--- src/rtl/dice_pkg.sv ---
// -----------------------------------------------------------------------------
// dice_pkg
// Shared definitions for the electronic dice: the roller FSM state encoding,
// the face width and the face constants. The downstream LED encoder imports
// the same face constants so both stages agree on what 0 and 1..6 mean.
// -----------------------------------------------------------------------------
package dice_pkg;

   localparam int DICE_W = 3;

   localparam logic [DICE_W-1:0] DICE_BLANK = 3'd0;
   localparam logic [DICE_W-1:0] DICE_MIN   = 3'd1;
   localparam logic [DICE_W-1:0] DICE_MAX   = 3'd6;

   typedef enum logic [1:0] {
      IDLE   = 2'd0,
      ROLL   = 2'd1,
      SETTLE = 2'd2,
      SHOW   = 2'd3
   } dice_state_t;

   // Face sequence 1->2->...->6->1. A blank face (or the unused code 7, which
   // should never occur) restarts the sequence at 1, so 7 is never produced.
   function automatic logic [DICE_W-1:0] next_face(input logic [DICE_W-1:0] face);
      logic [DICE_W-1:0] result;
      if ((face == DICE_BLANK) || (face >= DICE_MAX)) begin
         result = DICE_MIN;
      end else begin
         result = face + DICE_W'(1);
      end
      return result;
   endfunction

endpackage

--- src/rtl/button_debouncer.sv ---
// -----------------------------------------------------------------------------
// button_debouncer
// Conditions a raw asynchronous push-button: a two-flop synchronizer followed
// by a stability counter. The output flips only after the synchronized level
// has disagreed with it for DEBOUNCE_CYCLES consecutive clocks.
//
// Ports:
//   clk  in  1  system clock
//   rst  in  1  asynchronous active-high reset
//   in   in  1  raw button level, asynchronous to clk
//   out  out 1  debounced level, registered
// -----------------------------------------------------------------------------
module button_debouncer #(
   parameter int DEBOUNCE_CYCLES = 16
) (
   input  logic clk,
   input  logic rst,
   input  logic in,
   output logic out
);

   localparam int CNT_W = $clog2(DEBOUNCE_CYCLES + 1);

   logic             sync_meta;
   logic             sync_q;
   logic [CNT_W-1:0] stable_cnt;
   logic             db_q;

   // Two-flop synchronizer: sync_meta may go metastable, sync_q is the first
   // flop whose value the rest of the design is allowed to look at.
   always_ff @(posedge clk or posedge rst) begin
      if (rst) begin
         sync_meta <= 1'b0;
         sync_q    <= 1'b0;
      end else begin
         sync_meta <= in;
         sync_q    <= sync_meta;
      end
   end

   // Count consecutive cycles in which the synchronized level disagrees with
   // the debounced level. The flip happens on the edge where the count would
   // reach DEBOUNCE_CYCLES, i.e. on the DEBOUNCE_CYCLES-th disagreeing sample.
   // Any agreeing sample throws the partial count away, so a bounce restarts
   // the whole wait.
   always_ff @(posedge clk or posedge rst) begin
      if (rst) begin
         stable_cnt <= '0;
         db_q       <= 1'b0;
      end else if (sync_q != db_q) begin
         if (stable_cnt == CNT_W'(DEBOUNCE_CYCLES - 1)) begin
            stable_cnt <= '0;
            db_q       <= sync_q;
         end else begin
            stable_cnt <= stable_cnt + CNT_W'(1);
         end
      end else begin
         stable_cnt <= '0;
      end
   end

   assign out = db_q;

endmodule

--- src/rtl/dice_roller.sv ---
// -----------------------------------------------------------------------------
// dice_roller
// Front end of the electronic dice. While the debounced button is held the
// face spins one step per clock; after release it decelerates through
// SETTLE_STEPS more advances spaced BASE_INTERVAL, 2*BASE_INTERVAL, ... cycles
// apart, then holds the final face and pulses Done.
//
// Ports:
//   clk        in  1  system clock
//   rst        in  1  asynchronous active-high reset
//   Button     in  1  raw push-button, asynchronous, active-high
//   DiceValue  out 3  current face: 0 = blank, 1..6 = face
//   Rolling    out 1  high while spinning or settling
//   Done       out 1  one-cycle pulse on the first cycle the final face shows
// -----------------------------------------------------------------------------
module dice_roller
   import dice_pkg::*;
#(
   parameter int DEBOUNCE_CYCLES = 16,
   parameter int SETTLE_STEPS    = 4,
   parameter int BASE_INTERVAL   = 8
) (
   input  logic              clk,
   input  logic              rst,
   input  logic              Button,
   output logic [DICE_W-1:0] DiceValue,
   output logic              Rolling,
   output logic              Done
);

   localparam int INT_W  = $clog2(BASE_INTERVAL * (2 ** (SETTLE_STEPS - 1))) + 1;
   localparam int STEP_W = $clog2(SETTLE_STEPS + 1);

   localparam logic [STEP_W-1:0] LAST_STEP = STEP_W'(SETTLE_STEPS - 1);

   logic              btn_db;
   dice_state_t       state, state_next;
   logic [DICE_W-1:0] face, face_next;
   logic [INT_W-1:0]  interval_cnt, interval_next;
   logic [STEP_W-1:0] step_cnt, step_next;
   logic              done_q, done_next;

   button_debouncer #(
      .DEBOUNCE_CYCLES (DEBOUNCE_CYCLES)
   ) u_debouncer (
      .clk (clk),
      .rst (rst),
      .in  (Button),
      .out (btn_db)
   );

   // State, face, settle counters and the Done pulse are all plain registers
   // so DiceValue and Done never see a combinational path from the button.
   always_ff @(posedge clk or posedge rst) begin
      if (rst) begin
         state        <= IDLE;
         face         <= DICE_BLANK;
         interval_cnt <= '0;
         step_cnt     <= '0;
         done_q       <= 1'b0;
      end else begin
         state        <= state_next;
         face         <= face_next;
         interval_cnt <= interval_next;
         step_cnt     <= step_next;
         done_q       <= done_next;
      end
   end

   // Next-state and datapath logic.
   // ROLL advances the face on every edge spent in ROLL, including the edge
   // that leaves it, so N cycles in ROLL give exactly N advances; the edge
   // that enters ROLL does not advance.
   // SETTLE loads BASE_INTERVAL on entry and expires when the counter is at 1,
   // which makes the first advance land exactly BASE_INTERVAL edges after
   // entry. Each later reload is BASE_INTERVAL << (steps done), i.e. double
   // the previous interval. The last step skips the reload because the next
   // doubling would not fit the counter and is never needed.
   // A fresh press in SETTLE wins over a pending expiry and drops progress.
   always_comb begin
      state_next    = state;
      face_next     = face;
      interval_next = interval_cnt;
      step_next     = step_cnt;
      done_next     = 1'b0;

      case (state)
         IDLE, SHOW: begin
            if (btn_db) begin
               state_next = ROLL;
            end
         end

         ROLL: begin
            face_next = next_face(face);
            if (!btn_db) begin
               state_next    = SETTLE;
               interval_next = INT_W'(BASE_INTERVAL);
               step_next     = '0;
            end
         end

         SETTLE: begin
            if (btn_db) begin
               state_next = ROLL;
            end else if (interval_cnt == INT_W'(1)) begin
               face_next = next_face(face);
               step_next = step_cnt + STEP_W'(1);
               if (step_cnt == LAST_STEP) begin
                  state_next    = SHOW;
                  interval_next = '0;
               end else begin
                  interval_next = INT_W'(BASE_INTERVAL) << (step_cnt + STEP_W'(1));
               end
            end else begin
               interval_next = interval_cnt - INT_W'(1);
            end
         end

         default: begin
            state_next = IDLE;
         end
      endcase

      done_next = (state_next == SHOW) && (state != SHOW);
   end

   assign DiceValue = face;
   assign Rolling   = (state == ROLL) || (state == SETTLE);
   assign Done      = done_q;

endmodule

--- config.mk ---
export PLATFORM = sky130hd
export DESIGN_NAME = dice_roller
export DESIGN_NICKNAME = d
export VERILOG_FILES = /design/src/rtl/dice_pkg.sv /design/src/rtl/button_debouncer.sv /design/src/rtl/dice_roller.sv
export SDC_FILE = /design/constraint.sdc
export NUM_CORES = 1
export LEC_CHECK = 0
export CORE_MARGIN = 4
export CORE_UTILIZATION = 30
export DETAILED_ROUTE_END_ITERATION = 16
export DONT_BUFFER_PORTS = 1
export HOLD_SLACK_MARGIN = 0.12
export PLACE_DENSITY_LB_ADDON = 0.1
export SLEW_MARGIN = 0
export SYNTH_ARGS = -nofsm -noshare
export SYNTH_HDL_FRONTEND = slang
export SYNTH_SLANG_ARGS = --single-unit
export TNS_END_PERCENT = 5
--- constraint.sdc ---
create_clock -name clk -period 1.85 [get_ports clk]
set_input_delay 0.37 -clock clk [delete_from_list [all_inputs] [get_ports clk]]
set_output_delay 0.37 -clock clk [all_outputs]
set_load 0.02 [all_outputs]
=== Yosys cells after proc, flatten, opt, wreduce, memory -nomap -nowiden ===
Cells that the tools add are included.

* Add/subtract/negate cells: 4
* Magnitude comparators: 1
* Equality and inequality tests: 12
* Shift-type cells: 1
* Mux-type cells: 21
* Reduce and logical (&&, ||, !) cells: 11

{| class="wikitable"
|+ Operator list
! kind !! count
|-
| 7-bit 2-to-1 mux || 4
|-
| 3-bit 2-to-1 mux || 6
|-
| 7-bit one-hot mux with 2 select lines || 1
|-
| 3-bit one-hot mux with 2 select lines || 2
|-
| 2-bit 2-to-1 mux || 5
|-
| 5-bit 2-to-1 mux || 2
|-
| 2-bit inequality test, second input constant || 4
|-
| 7-bit by 1-bit == test with 1-bit output, second input constant || 1
|-
| 4-bit by 3-bit << shifter with 7-bit output, first input constant || 1
|-
| 7-bit by 1-bit subtractor with 7-bit output, second input constant || 1
|-
| 3-bit by 1-bit adder with 3-bit output, second input constant || 2
|-
| 2-bit == test, second input constant || 3
|-
| 2-bit one-hot mux with 3 select lines || 1
|-
| 3-bit AND reduction || 2
|-
| 5-bit by 1-bit adder with 5-bit output, second input constant || 1
|-
| 5-bit by 4-bit == test with 1-bit output, second input constant || 1
|-
| 4-bit AND reduction || 1
|-
| 3-bit by 2-bit == test with 1-bit output, second input constant || 1
|-
| 3-bit >= comparator, second input constant || 1
|-
| 3-bit zero test || 1
|-
| 2-bit by 1-bit == test with 1-bit output, second input constant || 1
|-
| 2-bit zero test || 1
|-
| 1-bit logical OR || 2
|-
| 2-bit AND reduction || 1
|-
| 4 further kinds || 4
|}

* Register bits: 24
* Bits of input ports: 3
* Output and inout bits: 5
* Logic and storage cells: 59

=== Depth between registers and ports, before layout ===
Gate-level depths: netlist (run 1).

* Depth in word-level cells: 7
* Gate-level depth with buffers: 7
* Mapped depth without buffers: 6

=== Cells and area by module ===
Synthesis (run 1) repeated with hierarchy kept, for this count alone.

* Cells, all modules: 144
* Area, all modules: 1,450.1 um^2

{| class="wikitable"
|+ By module, submodules not included
! module !! instances !! cells each !! area an instance (um^2) !! sequential area each (um^2)
|-
| dice_roller || 1 || 120 || 1,142.3 || 400.4
|-
| button_debouncer || 1 || 24 || 307.8 || 200.2
|}

=== Worst setup path after synthesis (run 1) ===
No wires, ideal clock.

* Path type: register to register
* Start point: register state[0]
* End point: register interval_cnt[5]
* Data arrival time: 1.613 ns
* Data required time: 1.729 ns
* Setup slack: 0.116 ns
* Cell stages (with the launch flop): 8
* Buffers on the path: 1
* Period minus slack after synthesis: 1.734 ns
* Path through: dfrtp_1 > inv_1 > ha_1 > inv_1 > and2_1 > clkbuf_2 > o21ai_0 > a22o_2

* Cells in the longest elaborated chain, start to end: 3
* Elaborated cells on any way between the ends: 7
* Classes of those cells: eq/ne (4); mux (1); reduce/logical (2)

{| class="wikitable"
|+ Ends and longest elaborated chain
! element !! RTL line !! source
|-
| start, declared || dice_roller.sv:37 || <nowiki>dice_state_t state, state_next;</nowiki>
|-
| start signal, assigned || dice_roller.sv:62 || <nowiki>state <= state_next;</nowiki>
|-
| 2-bit by 1-bit == test with 1-bit output / 2-bit == test (equally long branches) || dice_roller.sv:87 || <nowiki>case (state)</nowiki>
|-
| 2-bit inequality test (no source line) / 2-bit nonzero test (equally long branches) || n/a ||
|-
| 3-bit AND reduction (no source line) || n/a ||
|-
| end signal, assigned || dice_roller.sv:64 || <nowiki>interval_cnt <= interval_next;</nowiki>
|-
| end, declared || dice_roller.sv:39 || <nowiki>logic [INT_W-1:0] interval_cnt, interval_next;</nowiki>
|}

Several ways; a longest one is shown, not always the timed one.
A chain may end at the register's enable or synchronous reset.

=== Final worst setup path (run 1) ===
* Start point: register state[0]
* End point: output port Rolling

* Cells in the longest elaborated chain, start to end: 2
* Elaborated cells on any way between the ends: 3
* Classes of those cells: eq/ne (2); reduce/logical (1)

{| class="wikitable"
|+ Ends and longest elaborated chain
! element !! RTL line !! source
|-
| 2-bit by 1-bit == test with 1-bit output / 2-bit == test (equally long branches) || dice_roller.sv:129 || <nowiki>assign Rolling = (state == ROLL) || (state == SETTLE);</nowiki>
|-
| 1-bit logical OR (*) || dice_roller.sv:129 ||
|-
| end, declared || dice_roller.sv:27 || <nowiki>output logic Rolling,</nowiki>
|}

Every way passes the cells marked *; elsewhere a longest branch is shown, timed or not.

==> results of run 1 <==
cell families after synthesis:
kind of cell	synth area share, %
AO/OA/AOI/OAI	16.7
XOR/XNOR	1.91
adder cells (fa/ha/maj)	13.6
buffers and inverters	4.18
flip-flops	43.6
multiplexers	1.45
AND/OR/NAND/NOR	18.5
registers in the layout (all words and copies together) (netlist names):
register	count
DiceValue	3
Done	1
interval_cnt	7
state	2
step_cnt	3
u_debouncer.out	1
u_debouncer.stable_cnt	5
u_debouncer.sync_meta	1
u_debouncer.sync_q	1
worst paths after layout:
path,slack [ps],depth (start not counted),end
max,70,4,Rolling
min,380,0,u_debouncer.sync_q$_DFF_PP0_
max reg2reg,140,6,interval_cnt[6]$_DFFE_PP0P_
min reg2reg,380,0,u_debouncer.sync_q$_DFF_PP0_
max in group asynchronous,1020,3,DiceValue[2]$_DFFE_PP0P_
min in group asynchronous,580,3,u_debouncer.stable_cnt[2]$_DFF_PP0_
metrics by stage:
step	hold WS (ps)	setup TNS (ps)	utilization [%]	power [mW]
global route	380	-48.5	36.3	1.07
CTS	379	0	35.6	1.05
floorplan	331	0	-	0.562
global placement	333	-10.7	33.5	0.570
finish	376	0	36.3	1.04
detailed placement	340	0	33.5	0.570
timing repair:
item                                    4_1_cts  5_1_grt
buffers inserted                              0        1
endpoints found under the hold margin        25        0
resized for setup                             0        5
endpoints found under the setup margin        0       13
hold buffers                                  2        0
metal layers:
layer  vias to the layer above  global-route usage (%)
met2                        10                    16.7
met1                       497                    16.1
met4                         0                    4.66
met5                         -                       0
li1                        511                       -
met3                         4                    2.11
power by group:
| part | total, mW | switching [mW] | internal, mW |
|---|---|---|---|
| clock network | 0.476 | 0.186 | 0.289 |
| logic | 0.0257 | 0.0162 | 0.00948 |
| registers | 0.536 | 0.00478 | 0.532 |
cell usage in the layout, fill, tap and decap left out, drive strengths merged, types with 2 or more instances in the layout:
| master | n |
|---|---|
| a22o | 4 |
| o22ai | 3 |
| clkbuf | 3 |
| xor2 | 3 |
| nand4 | 4 |
| nand2 | 9 |
| inv | 13 |
| mux2i | 2 |
| o21ai | 13 |
| a21oi | 3 |
| nor2 | 6 |
| nor3 | 2 |
| ha | 15 |
| dfrtp | 24 |
| a31oi | 2 |
| dlygate4sd3 | 2 |
| nand3 | 5 |
| o211ai | 4 |
| and2 | 4 |
| nor2b | 3 |
| buf | 7 |
layout make-up:
| cell class | count | area, um2 |
|---|---|---|
| timing repair buffer | 9 | 72.6 |
| fill | 464 | 2810 |
| inverter | 13 | 48.8 |
| clock inverter | 1 | 30.0 |
| tap | 52 | 65.1 |
| clock buffer | 3 | 41.3 |
| multi-input combinational | 97 | 743 |
| sequential | 24 | 601 |
==> impl_metrics.py, run 1 <==
metrics = {
    "yosys": {
        "synth_area_leader_cell": "dfrtp_1",
        "yosysSeqAreaShare_pct": 43.6,
        "synth_top_area_share_pct": 43.6,
        "synth_cell_type_count": 38,
        "synth.most_common_cell": "dfrtp_1",
        "synth_commonest_cells": "dfrtp_1 (24), ha_1 (15), inv_1 (13), o21ai_0 (12), nand2_1 (9)",
        "avgSynthCellArea_um2": 10.1,
        "syn-num-nets": 154,
        "synthFlopType": "dfrtp_1",
        "synth_warnings": 0,
        "synth_area_um2": 1380,
        "netlist_instances": 136,
        "ys_seq_elements": 24,
        "async_reset_ff_share_pct": 100,
        "synth.area.top_cells": "dfrtp_1 (44%), ha_1 (14%), o21ai_0 (4.4%), inv_1 (3.5%), nand2_1 (2.5%)",
        "synth_edf_count": 0,
    },
    "job": {
        "drv_cap": 0,
    },
    "sta": {
        "rsz0062_at_grt": "true",
        "slew-limit-headroom_pct": 70.0,
        "layout_min_cycle_time_ps": 1780,
        "finalCritPeriodShare_pct": 96.4,
        "drv_slew": 0,
        "fin_ws_ps": 67.1,
        "fin_skew_ps": 4.87,
        "tightest_slew_ps": 447,
        "hold_viol": 0,
        "fmax_mhz": 561,
        "setup_violations": 0,
    },
    "die": {
        "dieWidth_um": 75.8,
        "row_count": 24,
        "num_io_pins": 8,
        "fp.dieH_um": 75.8,
        "die_area_um2": 5740,
        "core_um2": 4410,
        "start_util_pct": 31.2,
    },
    "clock_tree": {
        "cts_htree_levels": 1,
        "clkSinkCount": 24,
        "cts_made_buffers": 3,
        "clk_pin_slew_ps": 100,
        "cts_tree": "yes",
        "clk_path_buf_depth": 2,
        "clk-insertion-delay-late_ps": 270,
        "clock-root-buffer": "clkbuf_8",
    },
    "setup_path": {
        "worstPathArrival_ps": 1410,
        "path_buf_inv": 3,
        "path_class": "reg -> out",
        "crit_required_ps": 1480,
        "worstSetupStartpoint": "state[0]$_DFF_PP0_",
        "crit_top_cell": "inv_1",
        "reg2reg_from": "interval_cnt[0]$_DFFE_PP0P_",
        "critical_path.max_stage_delay_ps": 400,
        "endpoint_kind": "output port",
        "crit_fanout": 5,
        "cp_top_family": "flip-flops",
        "cp_slowest_cell": "dfrtp_1",
        "cp-start-kind": "flip-flop",
        "path_cells": "inv_1 > ha_1 > inv_1 > buf_4",
    },
    "route": {
        "dr.first_iter.drc_count": 48,
        "vias_per_cell": 5.14,
        "dr_total_vias": 1022,
        "top_layer": "met4",
        "dr.pass1.iters": 4,
        "wire_per_inst_um": 14.6,
        "wl_met1_um": 1550,
        "drc": 0,
        "routed_wl_um": 2900,
        "wl_met2_um": 1240,
        "wl_met3_um": 70,
        "final_antenna_net_count": 0,
    },
    "cells_and_area": {
        "nNetsFinal": 166,
        "design_area_um2": 1600,
        "drive_above_1_share_pct": 14.3,
        "stdcell_count": 199,
        "area_delta_synth_final_pct": 16.3,
        "num_antenna_cells": 0,
    },
    "grt": {
        "antenna_found_initial": 0,
        "track_usage_pct": 11.3,
        "grt_pass1_vias": 1006,
        "grt_max_degree": 25,
        "overflow": 0,
        "grt_pass1_wl_um": 4920,
    },
    "status": {
        "status": "finished clean",
    },
    "worst_hold_path": {
        "worstHoldStart": "u_debouncer.sync_meta$_DFF_PP0_",
        "hold_path.class": "reg -> reg",
    },
    "place": {
        "postPlaceCellArea_um2": 1480,
        "io_buffer_count": 0,
        "gp_congestion": 0.734,
        "placedCellCount": 192,
        "dp_hpwl_um": 2130,
        "pre_cts_slack_ps": 35.4,
    },
    "power_and_ir_drop": {
        "ir_worst_vdd_mv": 0.246,
        "leakagePower_nw": 0.741,
        "power_density_nw_per_um2": 648,
    },
}
No activity file was read; power rests on OpenSTA's default activity.
==> run 2: changes to the inputs <==
--- a/config.mk
+++ b/config.mk
@@ -5,7 +5,7 @@
 export SDC_FILE = /design/constraint.sdc
 export NUM_CORES = 1
 export LEC_CHECK = 0
-export CORE_MARGIN = 4
+export CORE_MARGIN = 5
 export CORE_UTILIZATION = 30
 export DETAILED_ROUTE_END_ITERATION = 16
 export DONT_BUFFER_PORTS = 1
==> run 2 against run 1 <==
Against the previous run:
- power down 1.1%
- critical path depth unchanged
- first-iteration DRC count down 42%
- final cell count unchanged
- sequential share of layout area up 0.30 points
- count of clock-buffer cells in the layout unchanged
- sequential cell count unchanged
- highest routed layer unchanged
- die area up 5.3%
- global-route usage down 1.8 points
- critical endpoint unchanged
- clock power down 3%
==> impl_metrics.py, run 2 (synthesis gave the netlist of run 1 again) <==
metrics = {
    "power_and_ir_drop": {
        "switching_share_pct": 19.1,
        "pwr-share-clk_pct": 45.2,
        "power_frac_seq_pct": 52.3,
        "ir_worst_vdd_mv": 0.300,
        "leakagePower_nw": 0.738,
        "power_switching_mw": 0.196,
        "power_density_nw_per_um2": 646,
        "p_int_mw": 0.831,
        "comb_power_share_pct": 2.5,
        "total_power_mw": 1.03,
    },
    "grt": {
        "antenna_found_initial": 0,
        "grt_pass1_vias": 959,
        "grt_pass1_wl_um": 4660,
        "track_usage_pct": 9.53,
        "overflow": 0,
        "grt_max_degree": 25,
    },
    "route": {
        "drc": 0,
        "vias_per_cell": 5.22,
        "dr_total_vias": 1038,
        "dr.first_iter.drc_count": 28,
        "wire_per_inst_um": 14.4,
        "dr.pass1.iters": 4,
        "routed_wl_um": 2870,
        "final_antenna_net_count": 0,
    },
    "sta": {
        "hold_viol": 0,
        "rsz0062_at_grt": "false",
        "finalCritPeriodShare_pct": 96.3,
        "slew-limit-headroom_pct": 67.6,
        "setup_violations": 0,
        "drv_slew": 0,
        "fmax_mhz": 561,
        "fin_ws_ps": 67.7,
        "setup_tns_ps": 0,
        "fin_skew_ps": 4.49,
        "hold_ws_ps": 357,
        "layout_min_cycle_time_ps": 1780,
        "tightest_slew_ps": 483,
    },
    "die": {
        "row_count": 24,
        "num_io_pins": 8,
        "dieWidth_um": 77.8,
        "die_area_um2": 6050,
        "start_util_pct": 31.2,
        "fp.dieH_um": 77.8,
        "core_um2": 4410,
    },
    "place": {
        "placedCellCount": 193,
        "gp_congestion": 0.780,
        "io_buffer_count": 0,
        "postPlaceCellArea_um2": 1490,
        "dp_hpwl_um": 2130,
        "pre_cts_slack_ps": 87.6,
    },
    "setup_path": {
        "regToRegSetupSlack_ps": 150,
        "worstPathArrival_ps": 1410,
        "crit_fanout": 5,
        "reg2reg_from": "step_cnt[1]$_DFFE_PP0P_",
        "ff2ff_path_depth": 6,
        "endpoint_kind": "output port",
        "path_class": "reg -> out",
        "cp-start-kind": "flip-flop",
        "crit_required_ps": 1480,
        "r2r-end": "interval_cnt[5]$_DFFE_PP0P_",
    },
    "clock_tree": {
        "clkSinkCount": 24,
        "cts_tree": "yes",
        "clk-insertion-delay-late_ps": 270,
        "clock-root-buffer": "clkbuf_8",
        "clk_pin_slew_ps": 90,
        "cts_made_buffers": 3,
        "cts_htree_levels": 1,
        "clk_path_buf_depth": 2,
    },
    "worst_hold_path": {
        "hold_depth": 0,
        "min_to": "u_debouncer.sync_q$_DFF_PP0_",
        "hold_path.class": "reg -> reg",
        "worstHoldStart": "u_debouncer.sync_meta$_DFF_PP0_",
    },
    "cells_and_area": {
        "largest_reg_flops": 7,
        "nNetsFinal": 166,
        "design_area_um2": 1590,
        "top_regs": "interval_cnt (7), u_debouncer.stable_cnt (5)",
        "fin_util_pct": 36.0,
        "top_register": "interval_cnt",
        "final_cell_mix": "dfrtp_1 (24), ha_1 (14), inv_1 (13), o21ai_0 (12), nand2_1 (9)",
        "num_antenna_cells": 0,
        "layout_commonest_cell": "dfrtp_1",
        "area_delta_synth_final_pct": 15.3,
        "drive_above_1_share_pct": 13.6,
        "stdcell_count": 199,
    },
    "job": {
        "drv_cap": 0,
    },
    "status": {
        "status": "finished clean",
    },
}
-- run 2: worst max-delay path, stage by stage, from the launching register on --
cell,delay (ps)
dfrtp_1,420
inv_1,80
ha_2,380
inv_1,90
buf_4,170
-- run 2: layout make-up --
| class | count | area (um2) |
|---|---|---|
| inverter | 13 | 48.8 |
| tap | 52 | 65.1 |
| multi-input combinational | 97 | 731 |
| fill | 431 | 2830 |
| clock buffer | 3 | 41.3 |
| clock inverter | 1 | 30.0 |
| sequential | 24 | 601 |
| timing repair buffer | 9 | 72.6 |
-- run 2: how the worst max path moves through the flow --
stage / end / from / slack, ps
after floorplan: interval_cnt[5]$_DFFE_PP0P_ / state[0]$_DFF_PP0_ / 120
after global placement: DiceValue[1]$_DFFE_PP0P_ / interval_cnt[0]$_DFFE_PP0P_ / 110
after detailed placement: DiceValue[1]$_DFFE_PP0P_ / interval_cnt[0]$_DFFE_PP0P_ / 90
after CTS: Rolling / state[0]$_DFF_PP0_ / 30
after global routing: Rolling / state[0]$_DFF_PP0_ / 20
final: Rolling / state[0]$_DFF_PP0_ / 70
-- run 2: power by group through the flow --
stage / Sequential, mW / Clock, mW / Combinational [mW]
floorplan: 0.546 / 0 / 0.0161
global placement: 0.547 / 0 / 0.0230
detailed placement: 0.547 / 0 / 0.0237
CTS: 0.537 / 0.483 / 0.0274
global route: 0.538 / 0.500 / 0.0309
finish: 0.537 / 0.464 / 0.0256
-- run 2: what timing repair did --
| item | CTS | global route |
|---|---|---|
| setup buffers | 0 | 0 |
| endpoints found under the setup margin | 0 | 6 |
| hold buffers | 2 | 0 |
| resized for setup | 0 | 3 |
| endpoints found under the hold margin | 25 | 0 |
-- run 2: layer usage --
metal / vias up / GRT usage (%) / share of wire (%)
met5: - / 0 / 0
met4: 0 / 2.06 / 0.49
met3: 2 / 2.89 / 3.1
met2: 11 / 15.1 / 46
met1: 518 / 12.8 / 50
li1: 507 / - / -
==> run 3: changes to the inputs <==
==> constraint.sdc (replaced) <==
create_clock -name clk -period 1.79 [get_ports clk]
set_input_delay 0.358 -clock clk [delete_from_list [all_inputs] [get_ports clk]]
set_output_delay 0.358 -clock clk [all_outputs]
set_load 0.02 [all_outputs]
==> run 3 against run 2 <==
Against the previous run:
- sequential share of layout area barely moved
- first-iteration DRC count fell by 36%
- register-to-register slack got worse by 50 ps
- combinational power rose by 3%
- count of clock-buffer cells in the layout rose by 1
- sequential power rose by 3%
- final cell count rose by 1.0%
- non-clock buffer count rose by 2
==> impl_metrics.py, run 3 (synthesis gave the netlist of run 1 again) <==
metrics = {
    "status": {
        "status": "finished clean",
    },
    "die": {
        "num_io_pins": 8,
        "row_count": 24,
        "die_area_um2": 6050,
        "start_util_pct": 31.2,
        "dieWidth_um": 77.8,
        "core_um2": 4410,
        "fp.dieH_um": 77.8,
    },
    "power_and_ir_drop": {
        "power_density_nw_per_um2": 605,
        "total_power_mw": 0.964,
        "ir_worst_vdd_mv": 0.245,
        "leakagePower_nw": 0.737,
    },
    "setup_path": {
        "cp-start-kind": "flip-flop",
        "endpoint_kind": "flip-flop",
        "crit_fanout": 5,
        "worstPathArrival_ps": 1870,
        "crit_required_ps": 1960,
        "path_class": "reg -> reg",
    },
    "clock_tree": {
        "cts_made_buffers": 3,
        "clk-insertion-delay-late_ps": 270,
        "clock-root-buffer": "clkbuf_8",
        "cts_htree_levels": 1,
        "cts_tree": "yes",
        "cts_setup_buffers": 0,
        "clkSinkCount": 24,
        "clk_path_buf_depth": 2,
        "clk_pin_slew_ps": 90,
    },
    "route": {
        "dr.pass1.iters": 4,
        "routed_wl_um": 2880,
        "dr.first_iter.drc_count": 18,
        "vias_per_cell": 5.20,
        "wire_per_inst_um": 14.3,
        "dr_total_vias": 1045,
        "drc": 0,
        "final_antenna_net_count": 0,
    },
    "grt": {
        "grt_pass1_vias": 1121,
        "antenna_found_initial": 0,
        "grt_max_degree": 25,
        "track_usage_pct": 10.4,
        "grt_pass1_wl_um": 5190,
        "overflow": 0,
    },
    "place": {
        "pre_cts_slack_ps": 25.7,
        "gp_congestion": 0.779,
        "placedCellCount": 195,
        "io_buffer_count": 0,
        "dp_hpwl_um": 2160,
    },
    "sta": {
        "fin_skew_ps": 7.74,
        "slew-limit-headroom_pct": 71.0,
        "fin_ws_ps": 95.2,
        "drv_slew": 0,
        "rsz0062_at_grt": "true",
        "tightest_slew_ps": 432,
        "fmax_mhz": 590,
        "hold_viol": 0,
        "finalCritPeriodShare_pct": 94.7,
        "setup_violations": 0,
        "layout_min_cycle_time_ps": 1690,
    },
    "worst_hold_path": {
        "hold_path.class": "reg -> reg",
    },
    "cells_and_area": {
        "drive_above_1_share_pct": 16.8,
        "nNetsFinal": 168,
        "num_antenna_cells": 0,
        "area_delta_synth_final_pct": 15.6,
        "layout_commonest_cell": "dfrtp_1",
        "fin_util_pct": 36.1,
        "top_register": "interval_cnt",
        "stdcell_count": 201,
        "final_cell_mix": "dfrtp_1 (23), ha_1 (14), o21ai_0 (12), inv_1 (12)",
        "largest_reg_flops": 7,
        "top_regs": "interval_cnt (7), u_debouncer.stable_cnt (5)",
    },
    "job": {
        "drv_cap": 0,
    },
}
run 3: per-stage QoR:
stage | setup TNS (ps) | hold WS, ps | area (um2)
final | 0 | 365 | 1590
after global routing | -57.7 | 372 | 1590
after CTS | 0 | 373 | 1580
after detailed placement | 0 | 324 | 1500
after global placement | 0 | 323 | 1500
after floorplan | 0 | 331 | 1380
run 3: critical path: stages (launching register included):
cell and delay [ps]:
dfrtp_1 430, inv_1 80, ha_2 190, or4b_4 470
o21ai_0 180, nand2_1 80, a22o_1 170
run 3: path summary, 6_finish.rpt:
path,from,endpoint,slack [ps],depth (start not counted)
max,interval_cnt[0]$_DFFE_PP0P_,interval_cnt[6]$_DFFE_PP0P_,100,6
min,u_debouncer.sync_meta$_DFF_PP0_,u_debouncer.sync_q$_DFF_PP0_,370,0
max reg2reg,interval_cnt[0]$_DFFE_PP0P_,interval_cnt[6]$_DFFE_PP0P_,100,6
min reg2reg,u_debouncer.sync_meta$_DFF_PP0_,u_debouncer.sync_q$_DFF_PP0_,370,0
max in group asynchronous,rst,state[0]$_DFF_PP0_,960,3
min in group asynchronous,rst,interval_cnt[4]$_DFFE_PP0P_,570,3
run 3: layout make-up:
class | count | area (um2)
fill | 442 | 2820
multi-input combinational | 97 | 734
sequential | 24 | 602
timing repair buffer | 11 | 87.6
tap | 52 | 65.1
clock buffer | 4 | 55.1
inverter | 13 | 48.8
run 3: power by group:
part | internal, mW | switching [mW]
clock | 0.197 | 0.187
combinational | 0.00985 | 0.0166
sequential | 0.549 | 0.00480
run 3: repair_timing:
| action | CTS | global route |
|---|---|---|
| hold endpoints to repair | 25 | 0 |
| endpoints found under the setup margin | 0 | 12 |
| hold buffers | 2 | 0 |
| gates resized for setup | 0 | 6 |
run 3: layer usage:
layer / share of wire [%] / track usage, % / wire (um)
met3: 4.9 / 3.13 / 142
met1: 47 / 13.6 / 1350
met4: 0.49 / 2.06 / 14
met2: 48 / 17.2 / 1370
met5: 0 / 0 / 0
